[src/rtl/ascon_stream_loader_if.sv]
// Word-stream bundle for ascon_stream_loader: frame input channel plus result output channel.
// auth_fail is present only when ASCON_TAG_CHECK_EN is defined.
interface ascon_stream_loader_if #(
    parameter int unsigned W = 32
);
    logic         in_valid;
    logic         in_ready;
    logic [W-1:0] in_data;
    logic         in_decrypt;
    logic         out_valid;
    logic         out_ready;
    logic [W-1:0] out_data;
    logic         out_last;
`ifdef ASCON_TAG_CHECK_EN
    logic         auth_fail;
`endif

    modport slave (
        input  in_valid, in_data, in_decrypt, out_ready,
        output in_ready, out_valid, out_data, out_last
`ifdef ASCON_TAG_CHECK_EN
        , output auth_fail
`endif
    );

    modport master (
        output in_valid, in_data, in_decrypt, out_ready,
        input  in_ready, out_valid, out_data, out_last
`ifdef ASCON_TAG_CHECK_EN
        , input auth_fail
`endif
    );
endinterface

[src/rtl/ascon_stream_loader.sv]
// Word-serial front end for the Ascon AEAD core: loads key/nonce/AD/data from a W-bit stream,
// sequences ascon_start/ascon_ready, returns data+tag words. Optional: ASCON_TAG_CHECK_EN.
module ascon_stream_loader #(
    parameter int unsigned K = 128,
    parameter int unsigned L = 40,
    parameter int unsigned Y = 104,
    parameter int unsigned W = 32
) (
    input  logic                         clk,
    input  logic                         rst,
    ascon_stream_loader_if.slave         s,
    output logic [K-1:0]                 core_key,
    output logic [127:0]                 core_nonce,
    output logic [((L > 0) ? L : 1)-1:0] core_ad,
    output logic [((Y > 0) ? Y : 1)-1:0] core_data,
    output logic                         core_decrypt,
    output logic                         core_start,
    input  logic                         core_ready,
    input  logic [((Y > 0) ? Y : 1)-1:0] core_out,
    input  logic [127:0]                 core_tag
);
    localparam int unsigned KW = (K + W - 1) / W;
    localparam int unsigned NW = 128 / W;
    localparam int unsigned AW = (L + W - 1) / W;
    localparam int unsigned DW = (Y + W - 1) / W;
    localparam int unsigned TW = 128 / W;
`ifdef ASCON_TAG_CHECK_EN
    localparam int unsigned ETW = TW;
`else
    localparam int unsigned ETW = 0;
`endif
    localparam int unsigned NB = KW, AB = NB + NW, DB = AB + AW, EB = DB + DW;
    localparam int unsigned IN_MAX = EB + ETW;
    localparam int unsigned OUT_N = DW + TW, OBW = OUT_N * W;
    localparam int unsigned LR = (L > 0) ? L : 1, YR = (Y > 0) ? Y : 1;
    // Bits supplied by the last word of each field; the rest of that word is padding.
    localparam int unsigned KL = K - (KW - 1) * W;
    localparam int unsigned NL = 128 - (NW - 1) * W;
    localparam int unsigned AL = (AW > 0) ? L - (AW - 1) * W : 1;
    localparam int unsigned DL = (DW > 0) ? Y - (DW - 1) * W : 1;
    localparam int unsigned ICW = $clog2(IN_MAX + 1), OCW = $clog2(OUT_N + 1);

    localparam logic [2:0] S_LOAD = 3'd0, S_START = 3'd1, S_WAIT = 3'd2, S_ACK = 3'd3, S_SEND = 3'd4;

    logic [2:0]     state;
    logic [ICW-1:0] in_ctr, in_end;
    logic [OCW-1:0] out_ctr;
    logic [K-1:0]   key_q;
    logic [127:0]   nonce_q;
    logic [LR-1:0]  ad_q;
    logic [YR-1:0]  dat_q;
    logic           dec_q;
    logic [OBW-1:0] rbuf;
    int unsigned    wi;

    assign wi = 32'(in_ctr);

`ifdef ASCON_TAG_CHECK_EN
    logic [127:0] etag_q;
    logic         auth_q, tag_bad, dec_now;
    assign dec_now     = (in_ctr == '0) ? s.in_decrypt : dec_q;
    assign in_end      = dec_now ? ICW'(IN_MAX - 1) : ICW'(EB - 1);
    assign tag_bad     = dec_q && (etag_q != core_tag);
    assign s.auth_fail = auth_q;
`else
    assign in_end = ICW'(EB - 1);
`endif

    always_ff @(posedge clk) begin
        if (rst) begin
            state   <= S_LOAD;
            in_ctr  <= '0;
            out_ctr <= '0;
            key_q   <= '0;
            nonce_q <= '0;
            ad_q    <= '0;
            dat_q   <= '0;
            dec_q   <= 1'b0;
            rbuf    <= '0;
`ifdef ASCON_TAG_CHECK_EN
            etag_q  <= '0;
            auth_q  <= 1'b0;
`endif
        end else begin
            case (state)
                S_LOAD: if (s.in_valid) begin
                    if (in_ctr == '0) dec_q <= s.in_decrypt;
                    for (int unsigned i = 0; i + 1 < KW; i++)
                        if (wi == i) key_q[K-1-i*W -: W] <= s.in_data;
                    if (wi == KW - 1) key_q[KL-1:0] <= s.in_data[W-1 -: KL];
                    for (int unsigned i = 0; i + 1 < NW; i++)
                        if (wi == NB + i) nonce_q[127-i*W -: W] <= s.in_data;
                    if (wi == NB + NW - 1) nonce_q[NL-1:0] <= s.in_data[W-1 -: NL];
                    for (int unsigned i = 0; i + 1 < AW; i++)
                        if (wi == AB + i) ad_q[LR-1-i*W -: W] <= s.in_data;
                    if (AW > 0 && wi == AB + AW - 1) ad_q[AL-1:0] <= s.in_data[W-1 -: AL];
                    for (int unsigned i = 0; i + 1 < DW; i++)
                        if (wi == DB + i) dat_q[YR-1-i*W -: W] <= s.in_data;
                    if (DW > 0 && wi == DB + DW - 1) dat_q[DL-1:0] <= s.in_data[W-1 -: DL];
`ifdef ASCON_TAG_CHECK_EN
                    for (int unsigned i = 0; i < TW; i++)
                        if (wi == EB + i) etag_q[127-i*W -: W] <= s.in_data;
`endif
                    if (in_ctr == in_end) begin
                        in_ctr <= '0;
                        state  <= S_START;
                    end else begin
                        in_ctr <= in_ctr + 1'b1;
                    end
                end
                S_START: state <= S_WAIT;
                S_WAIT: if (core_ready) begin
                    // Data area pad bits stay zero; tag lands in the low 128 bits.
                    rbuf <= '0;
`ifdef ASCON_TAG_CHECK_EN
                    auth_q <= tag_bad;
                    if (!tag_bad) rbuf[OBW-1 -: YR] <= core_out;
`else
                    rbuf[OBW-1 -: YR] <= core_out;
`endif
                    rbuf[127:0] <= core_tag;
                    state       <= S_ACK;
                end
                S_ACK: begin
                    out_ctr <= '0;
                    state   <= S_SEND;
                end
                S_SEND: if (s.out_ready) begin
                    if (out_ctr == OCW'(OUT_N - 1)) begin
                        out_ctr <= '0;
                        in_ctr  <= '0;
                        state   <= S_LOAD;
                    end else begin
                        out_ctr <= out_ctr + 1'b1;
                    end
                end
                default: state <= S_LOAD;
            endcase
        end
    end

    assign core_key     = key_q;
    assign core_nonce   = nonce_q;
    assign core_ad      = ad_q;
    assign core_data    = dat_q;
    assign core_decrypt = dec_q;
    assign core_start   = (state == S_START) || (state == S_ACK);
    assign s.in_ready   = (state == S_LOAD);
    assign s.out_valid  = (state == S_SEND);
    assign s.out_data   = (state == S_SEND) ? rbuf[(OUT_N - 1 - 32'(out_ctr)) * W +: W] : '0;
    assign s.out_last   = (state == S_SEND) && (out_ctr == OCW'(OUT_N - 1));
endmodule

[src/flat_wrapper.sv]
// flat-port wrapper written by rule: the top's interface ports become plain ports
module ascon_stream_loader_flat 
#(
    parameter int unsigned K = 128,
    parameter int unsigned L = 40,
    parameter int unsigned Y = 104,
    parameter int unsigned W = 32
)
  (clk, rst, core_key, core_nonce, core_ad, core_data, core_decrypt, core_start, core_ready, core_out, core_tag, s_in_valid, s_in_data, s_in_decrypt, s_out_ready, s_in_ready, s_out_valid, s_out_data, s_out_last);
  ascon_stream_loader_if #(.W(W)) s_i ();
  input  logic clk;
  input  logic rst;
  output logic [K-1:0] core_key;
  output logic [127:0] core_nonce;
  output logic [((L > 0) ? L : 1)-1:0] core_ad;
  output logic [((Y > 0) ? Y : 1)-1:0] core_data;
  output logic core_decrypt;
  output logic core_start;
  input  logic core_ready;
  input  logic [((Y > 0) ? Y : 1)-1:0] core_out;
  input  logic [127:0] core_tag;
  input wire logic [$bits(s_i.in_valid)-1:0] s_in_valid;
  input wire logic [$bits(s_i.in_data)-1:0] s_in_data;
  input wire logic [$bits(s_i.in_decrypt)-1:0] s_in_decrypt;
  input wire logic [$bits(s_i.out_ready)-1:0] s_out_ready;
  output wire logic [$bits(s_i.in_ready)-1:0] s_in_ready;
  output wire logic [$bits(s_i.out_valid)-1:0] s_out_valid;
  output wire logic [$bits(s_i.out_data)-1:0] s_out_data;
  output wire logic [$bits(s_i.out_last)-1:0] s_out_last;
  assign s_i.in_valid = s_in_valid;
  assign s_i.in_data = s_in_data;
  assign s_i.in_decrypt = s_in_decrypt;
  assign s_i.out_ready = s_out_ready;
  assign s_in_ready = s_i.in_ready;
  assign s_out_valid = s_i.out_valid;
  assign s_out_data = s_i.out_data;
  assign s_out_last = s_i.out_last;
  ascon_stream_loader #(.K(K), .L(L), .Y(Y), .W(W)) u_core (.clk(clk), .rst(rst), .s(s_i), .core_key(core_key), .core_nonce(core_nonce), .core_ad(core_ad), .core_data(core_data), .core_decrypt(core_decrypt), .core_start(core_start), .core_ready(core_ready), .core_out(core_out), .core_tag(core_tag));
endmodule
[config.mk]
export PLATFORM = sky130hd
export DESIGN_NAME = ascon_stream_loader_flat
export DESIGN_NICKNAME = d
export VERILOG_FILES = /design/src/rtl/ascon_stream_loader_if.sv /design/src/rtl/ascon_stream_loader.sv /design/src/flat_wrapper.sv
export SDC_FILE = /design/constraint.sdc
export NUM_CORES = 1
export LEC_CHECK = 0
export BUFFER_PORTS_ARGS = -buffer_cell sky130_fd_sc_hd__buf_2
export CAP_MARGIN = 40
export CORE_AREA = 2 2 275 277
export CTS_CLUSTER_SIZE = 8
export DETAILED_ROUTE_END_ITERATION = 7
export DIE_AREA = 0 0 277 279
export PLACE_DENSITY = 0.6
export SLEW_MARGIN = 10
export SYNTH_ARGS = -nofsm -noshare
export SYNTH_HDL_FRONTEND = slang
export SYNTH_SLANG_ARGS = --single-unit
export TNS_END_PERCENT = 5
[constraint.sdc]
create_clock -name clk -period 2.85 [get_ports clk]
set_input_delay 0.285 -clock clk [delete_from_list [all_inputs] [get_ports clk]]
set_output_delay 0.285 -clock clk [all_outputs]
set_load 0.03 [all_outputs]
==> results of run 1 <==
synthesized netlist by cell type (4+ instances only):
| master | instances |
|---|---|
| nand2_1 | 864 |
| dfxtp_1 | 644 |
| mux2i_1 | 361 |
| a21oi_1 | 275 |
| clkbuf_1 | 178 |
| buf_2 | 55 |
| nand3_1 | 47 |
| o21ai_0 | 41 |
| mux4_2 | 40 |
| nor2_1 | 31 |
| nor3_1 | 26 |
| a221oi_1 | 24 |
| mux2_2 | 24 |
| buf_1 | 11 |
| a22o_1 | 8 |
| nand4_1 | 7 |
| nor2b_1 | 5 |
| inv_1 | 4 |
power by group through the flow:
stage,combinational [mW],clock [mW],sequential (mW)
final,1.39,9.72,9.14
after global routing,1.46,10.3,9.14
after CTS,1.38,9.89,9.14
after detailed placement,1.08,0,9.32
after global placement,1.08,0,9.32
after floorplan,0.384,0,9.48
metal layers:
metal	vias to the layer above	track usage (%)	part of all wire, %
met5	-	0	0
met4	0	13.5	5.4
met3	294	4.55	6.8
met2	1028	39.0	46
met1	11032	31.4	42
li1	10804	-	-
per-stage QoR:
stage / setup slack [ps] / cell area [µm²] / power [mW] / hold WS, ps / std cells
after floorplan: 504 / 24800 / 9.87 / 421 / 2692
after global placement: 561 / 29300 / 10.4 / 439 / 4189
after detailed placement: 599 / 29300 / 10.4 / 445 / 4189
after CTS: 27.8 / 34400 / 20.4 / 0.598 / 4559
after global routing: 1.70 / 34500 / 20.9 / 19.3 / 4568
final: 61.8 / 34500 / 20.3 / 15.6 / 4572
cell type report:
| cell class | count | area share, % |
|---|---|---|
| clock buffers | 94 | 6.61 |
| multi-input cells | 1796 | 31.7 |
| diodes | 12 | 0.0871 |
| flip-flops and latches | 644 | 37.4 |
| clock inverters | 7 | 0.581 |
| inverters | 6 | 0.0871 |
| well taps | 969 | 3.52 |
| repair buffers | 1044 | 20.0 |
cells by family (layout without fill, tap and decap cells):
family                     count (synthesis)  after routing  synth area share (%)
adders and majority gates                  1              1                0.0505
xor gates and xnor gates                   1              1                0.0354
DFF                                      644            644                  52.1
other                                      0             12                     0
and+or+nand+nor                         1004           1004                  16.3
AOI/OAI and AO/OA                        365            365                  8.07
buffers and inverters                    252           1151                  4.13
muxes                                    425            425                  19.3
how the worst min path moves through the flow:
stage,startpoint,to,slack (ps)
global placement,u_core.core_ad[37],u_core.core_ad[37],440
detailed placement,u_core.core_ad[26],u_core.core_ad[26],440
global route,s_in_data[3],u_core.core_nonce[3],20
floorplan,core_tag[0],u_core.rbuf[0],420
finish,s_in_data[3],u_core.core_nonce[3],20
CTS,s_in_data[3],u_core.core_nonce[3],0.6
registers in the layout (all words and copies together), names as in the netlist:
| name | flops |
|---|---|
| u_core.core_data | 104 |
| u_core.core_key | 128 |
| u_core.out_ctr | 4 |
| u_core.state | 3 |
| u_core.rbuf | 232 |
| u_core.core_decrypt | 1 |
| u_core.core_ad | 40 |
| u_core.in_ctr | 4 |
| u_core.core_nonce | 128 |
repair_timing:
action / CTS / global route
buffers inserted: 4 / 1
resized for setup: 2 / 0
endpoints found under the setup margin: 12 / 1
endpoints found under the hold margin: 274 / 0
hold buffers: 265 / 0
cloned: 0 / 0
worst max-delay path: stages (launching register included):
cell     delay (ps)
dfxtp_1         340
or4b_1          590
buf_4           270
nor3_1          380
buf_2           270
==> impl_metrics.tcl, run 1 <==
set metrics [dict create \
    status "completed" \
    boundaryPins 707 \
    synth.avg_cell_area_um2 9.20 \
    hold_depth 3 \
    r2r_end "u_core.core_nonce[9]" \
    via_per_inst 5.07 \
    synth_area_leaders "dfxtp_1 52%, mux2i_1 15%, nand2_1 13%" \
    rsz0062_at_grt "no" \
    tns_ps 0 \
    clock_latency_ps 670 \
    gp_congestion 0.880 \
    fin_nets 3853 \
    num_rows 100 \
    p_switching_mw 4.92 \
    crit_path_max_fanout 25 \
    synth_top_area_share_pct 52.1 \
    final_util_pct 46.5 \
    worst_pin_slew_ps 1130 \
    synth-edff-count 0 \
    cts_tree "done" \
    fin_crit_sh_pct 97.8 \
    ir_drop_mv 0.489 \
    first_global_vias 22282 \
    slew_violations 0 \
    ant_nets 0 \
    grt_pass1_wl_mm 144 \
    clockBufferDepth 3 \
    crit_end "s_out_data[19]" \
    nFillCells 7017 \
    clock_sinks 644 \
    crit_path_start "u_core.out_ctr[3]" \
    grt_max_degree 233 \
    overflow 0 \
    regArea_mm2 0.0129 \
    netlist_area_mm2 0.0248 \
    yosysTopAreaCell "dfxtp_1" \
    clkTransAtPathRegs_ps 50 \
    leakagePower_nw 16.1 \
    seqPwrFrac_pct 45.2 \
    reg2regPathDepth 4 \
    relSlewSlack_pct 24.4 \
    syn-num-nets 2963 \
    synth_seq_cells 644 \
    powerDensity_mw_per_mm2 588 \
    intPower_mw 15.3 \
    p_sw_share_pct 24.3 \
    dieArea_mm2 0.0773 \
    cts_buffers 90 \
    cp.required_ps 2570 \
    maxCapViolCount 0 \
    hpwlAfterDp_mm 67.7 \
    layout_commonest_cell "nand2_1" \
    first_iter_violations 1973 \
    start_kind "register" \
    die_x_um 277 \
    syn_to_final_growth_pct 39.2 \
    drc 0 \
    synthArstFlopShare_pct 0 \
    synth_ff_type "dfxtp_1" \
    layout_common_cells "863 x nand2_1, 705 x buf_2, 642 x dfxtp_1" \
    netlist_instances 2692 \
    antenna_found_initial 11 \
    avgRoutedWirePerCell_um 21.6 \
    critPathKind "register to output port" \
    routed_wirelength_mm 98.9 \
    yosysWarnings 0 \
    dr.pass1.iters 6 \
    cp.arrival_ps 2500 \
    yosysSeqAreaShare_pct 52.1 \
    finalSetupViolCount 0 \
    clock.fmax_mhz 359 \
    die_y_um 279 \
    port-buffer-count 706 \
    drive_gt1_share_pct 26.7 \
    cp-end-kind "output port" \
    coreArea_mm2 0.0741 \
    multi_input_area_mm2 0.0109 \
    ctsHtreeMaxLevel 3 \
    hold_class "primary input to register" \
    clock_skew_ps 46.5 \
    pwr-share-clk_pct 48.0 \
    vias 23158 \
    start_util_pct 33.4 \
    fin_crit_ps 2790 \
    ys_types 48 \
    cts_root_buf "clkbuf_16" \
    pwr-share-comb_pct 6.9 \
    gr-usage-all-layers_pct 24.5 \
    r2r_slack_ps 680 \
    r2r-start "u_core.in_ctr[0]" \
    hold_viol 0 \
]
(Power assumes the default switching activity.)
==> run 2, diff against run 1 <==
CTS_BUF_LIST = sky130_fd_sc_hd__clkbuf_4 sky130_fd_sc_hd__clkbuf_8 sky130_fd_sc_hd__clkbuf_16   (was not set)
==> impl_metrics.tcl, run 2 (synthesized netlist as in run 1, its figures left out) <==
set metrics [dict create \
    first_iter_violations 1931 \
    cts_buffers 90 \
    port-buffer-count 706 \
    worst_pin_slew_ps 1050 \
    clockBufferDepth 3 \
    coreArea_mm2 0.0741 \
    hpwlAfterDp_mm 67.7 \
    start_util_pct 33.4 \
    largest_reg_flops 232 \
    layout_commonest_cell "nand2_1" \
    maxCapViolCount 0 \
    hold_viol 0 \
    critPathKind "register to output port" \
    vias 23119 \
    ir_drop_mv 0.490 \
    placed_area_mm2 0.0293 \
    ant_nets 0 \
    slowest_delay_ps 570 \
    fin_crit_sh_pct 97.9 \
    antenna_found_initial 12 \
    overflow 0 \
    boundaryPins 707 \
    tns_ps 0 \
    layout_common_cells "863 x nand2_1, 705 x buf_2, 642 x dfxtp_1" \
    ctsHtreeMaxLevel 3 \
    clock_latency_ps 670 \
    power_mw 20.3 \
    gr-usage-all-layers_pct 24.5 \
    cp.arrival_ps 2500 \
    first_global_vias 22254 \
    cts_root_buf "clkbuf_16" \
    clock_sinks 644 \
    grt_pass1_wl_mm 143 \
    status "completed" \
    powerDensity_mw_per_mm2 589 \
    fin_nets 3852 \
    cp_slowest_cell "dfxtp_4" \
    slew_violations 0 \
    clkTransAtPathRegs_ps 50 \
    die_y_um 279 \
    drc 0 \
    grt_max_degree 233 \
    finalSetupViolCount 0 \
    cts_tree "done" \
    rsz0062_at_grt "no" \
    avgRoutedWirePerCell_um 21.6 \
    start_kind "register" \
    path_cells "buf_4, mux2_2, a221oi_1, nor3_1, buf_2" \
    leakagePower_nw 16.1 \
    cp-end-kind "output port" \
    largest_register "u_core.rbuf" \
    cp.required_ps 2570 \
    crit_path_max_fanout 22 \
    relSlewSlack_pct 29.7 \
    clock_skew_ps 43.1 \
    gp_congestion 0.880 \
    clock.fmax_mhz 358 \
    dr.pass1.iters 5 \
    die_x_um 277 \
    final_cell_area_mm2 0.0345 \
    via_per_inst 5.06 \
    dieArea_mm2 0.0773 \
    routed_wirelength_mm 98.8 \
    fin_crit_ps 2790 \
    syn_to_final_growth_pct 39.2 \
    hold_class "primary input to register" \
    drive_gt1_share_pct 26.8 \
    num_rows 100 \
]
==> run 2: metal layers <==
layer	up-vias	wire length, µm	global-route usage, %
met5	-	0	0
met4	0	5210	13.7
met3	279	6370	4.52
met2	957	45300	38.9
met1	11092	41900	31.4
li1	10791	-	-
==> run 2: power by group <==
| part | switching [mW] | total (mW) | internal, mW | leakage (nW) |
|---|---|---|---|---|
| logic | 0.817 | 1.39 | 0.573 | 9.69 |
| registers | 0.0420 | 9.14 | 9.10 | 5.19 |
| clock network | 4.06 | 9.75 | 5.69 | 1.21 |
| total | 4.92 | 20.3 | 15.4 | 16.1 |
==> run 2: timing repair <==
item / in CTS / in global routing
hold endpoints to repair: 274 / 0
resized for setup: 2 / 0
setup endpoints to repair: 12 / 0
setup buffers: 4 / 0
hold buffers: 265 / 0
==> run 2: path summary, 6_finish.rpt <==
kind / start / endpoint / slack (ps) / cells past startpoint
max: u_core.out_ctr[1] / s_out_data[14] / 60 / 5
min: s_in_data[3] / u_core.core_nonce[3] / 20 / 3
max reg2reg: u_core.in_ctr[0] / u_core.core_nonce[9] / 690 / 4
min reg2reg: u_core.rbuf[102] / u_core.rbuf[102] / 450 / 2
==> run 2: through the flow <==
stage | utilization (%) | hold WS, ps | std cells | setup slack (ps)
finish | 46.5 | 16.1 | 4571 | 60.3
CTS | 46.5 | 0.598 | 4559 | 29.5
global route | 46.5 | 19.3 | 4568 | 1.24
global placement | 39.5 | 439 | 4189 | 561
detailed placement | 39.5 | 445 | 4189 | 599
floorplan | - | 421 | 2692 | 504
==> run 2: cell type report <==
type / instances / area, µm²
Tap cell: 969 / 1210
Multi-Input combinational cell: 1796 / 10900
Sequential cell: 644 / 12900
Clock buffer: 94 / 2290
Clock inverter: 7 / 200
Timing Repair Buffer: 1043 / 6860
Inverter: 6 / 30.0
Antenna cell: 12 / 30.0
Fill cell: 7023 / 39600
==> run 2: critical path: cells and delay by family, from the launching register on <==
family                 cells  cell delay (ps)
DFF                        1              570
muxes                      1              350
buffers and inverters      2              490
AOI/OAI and AO/OA          1              350
and+or+nand+nor            1               80
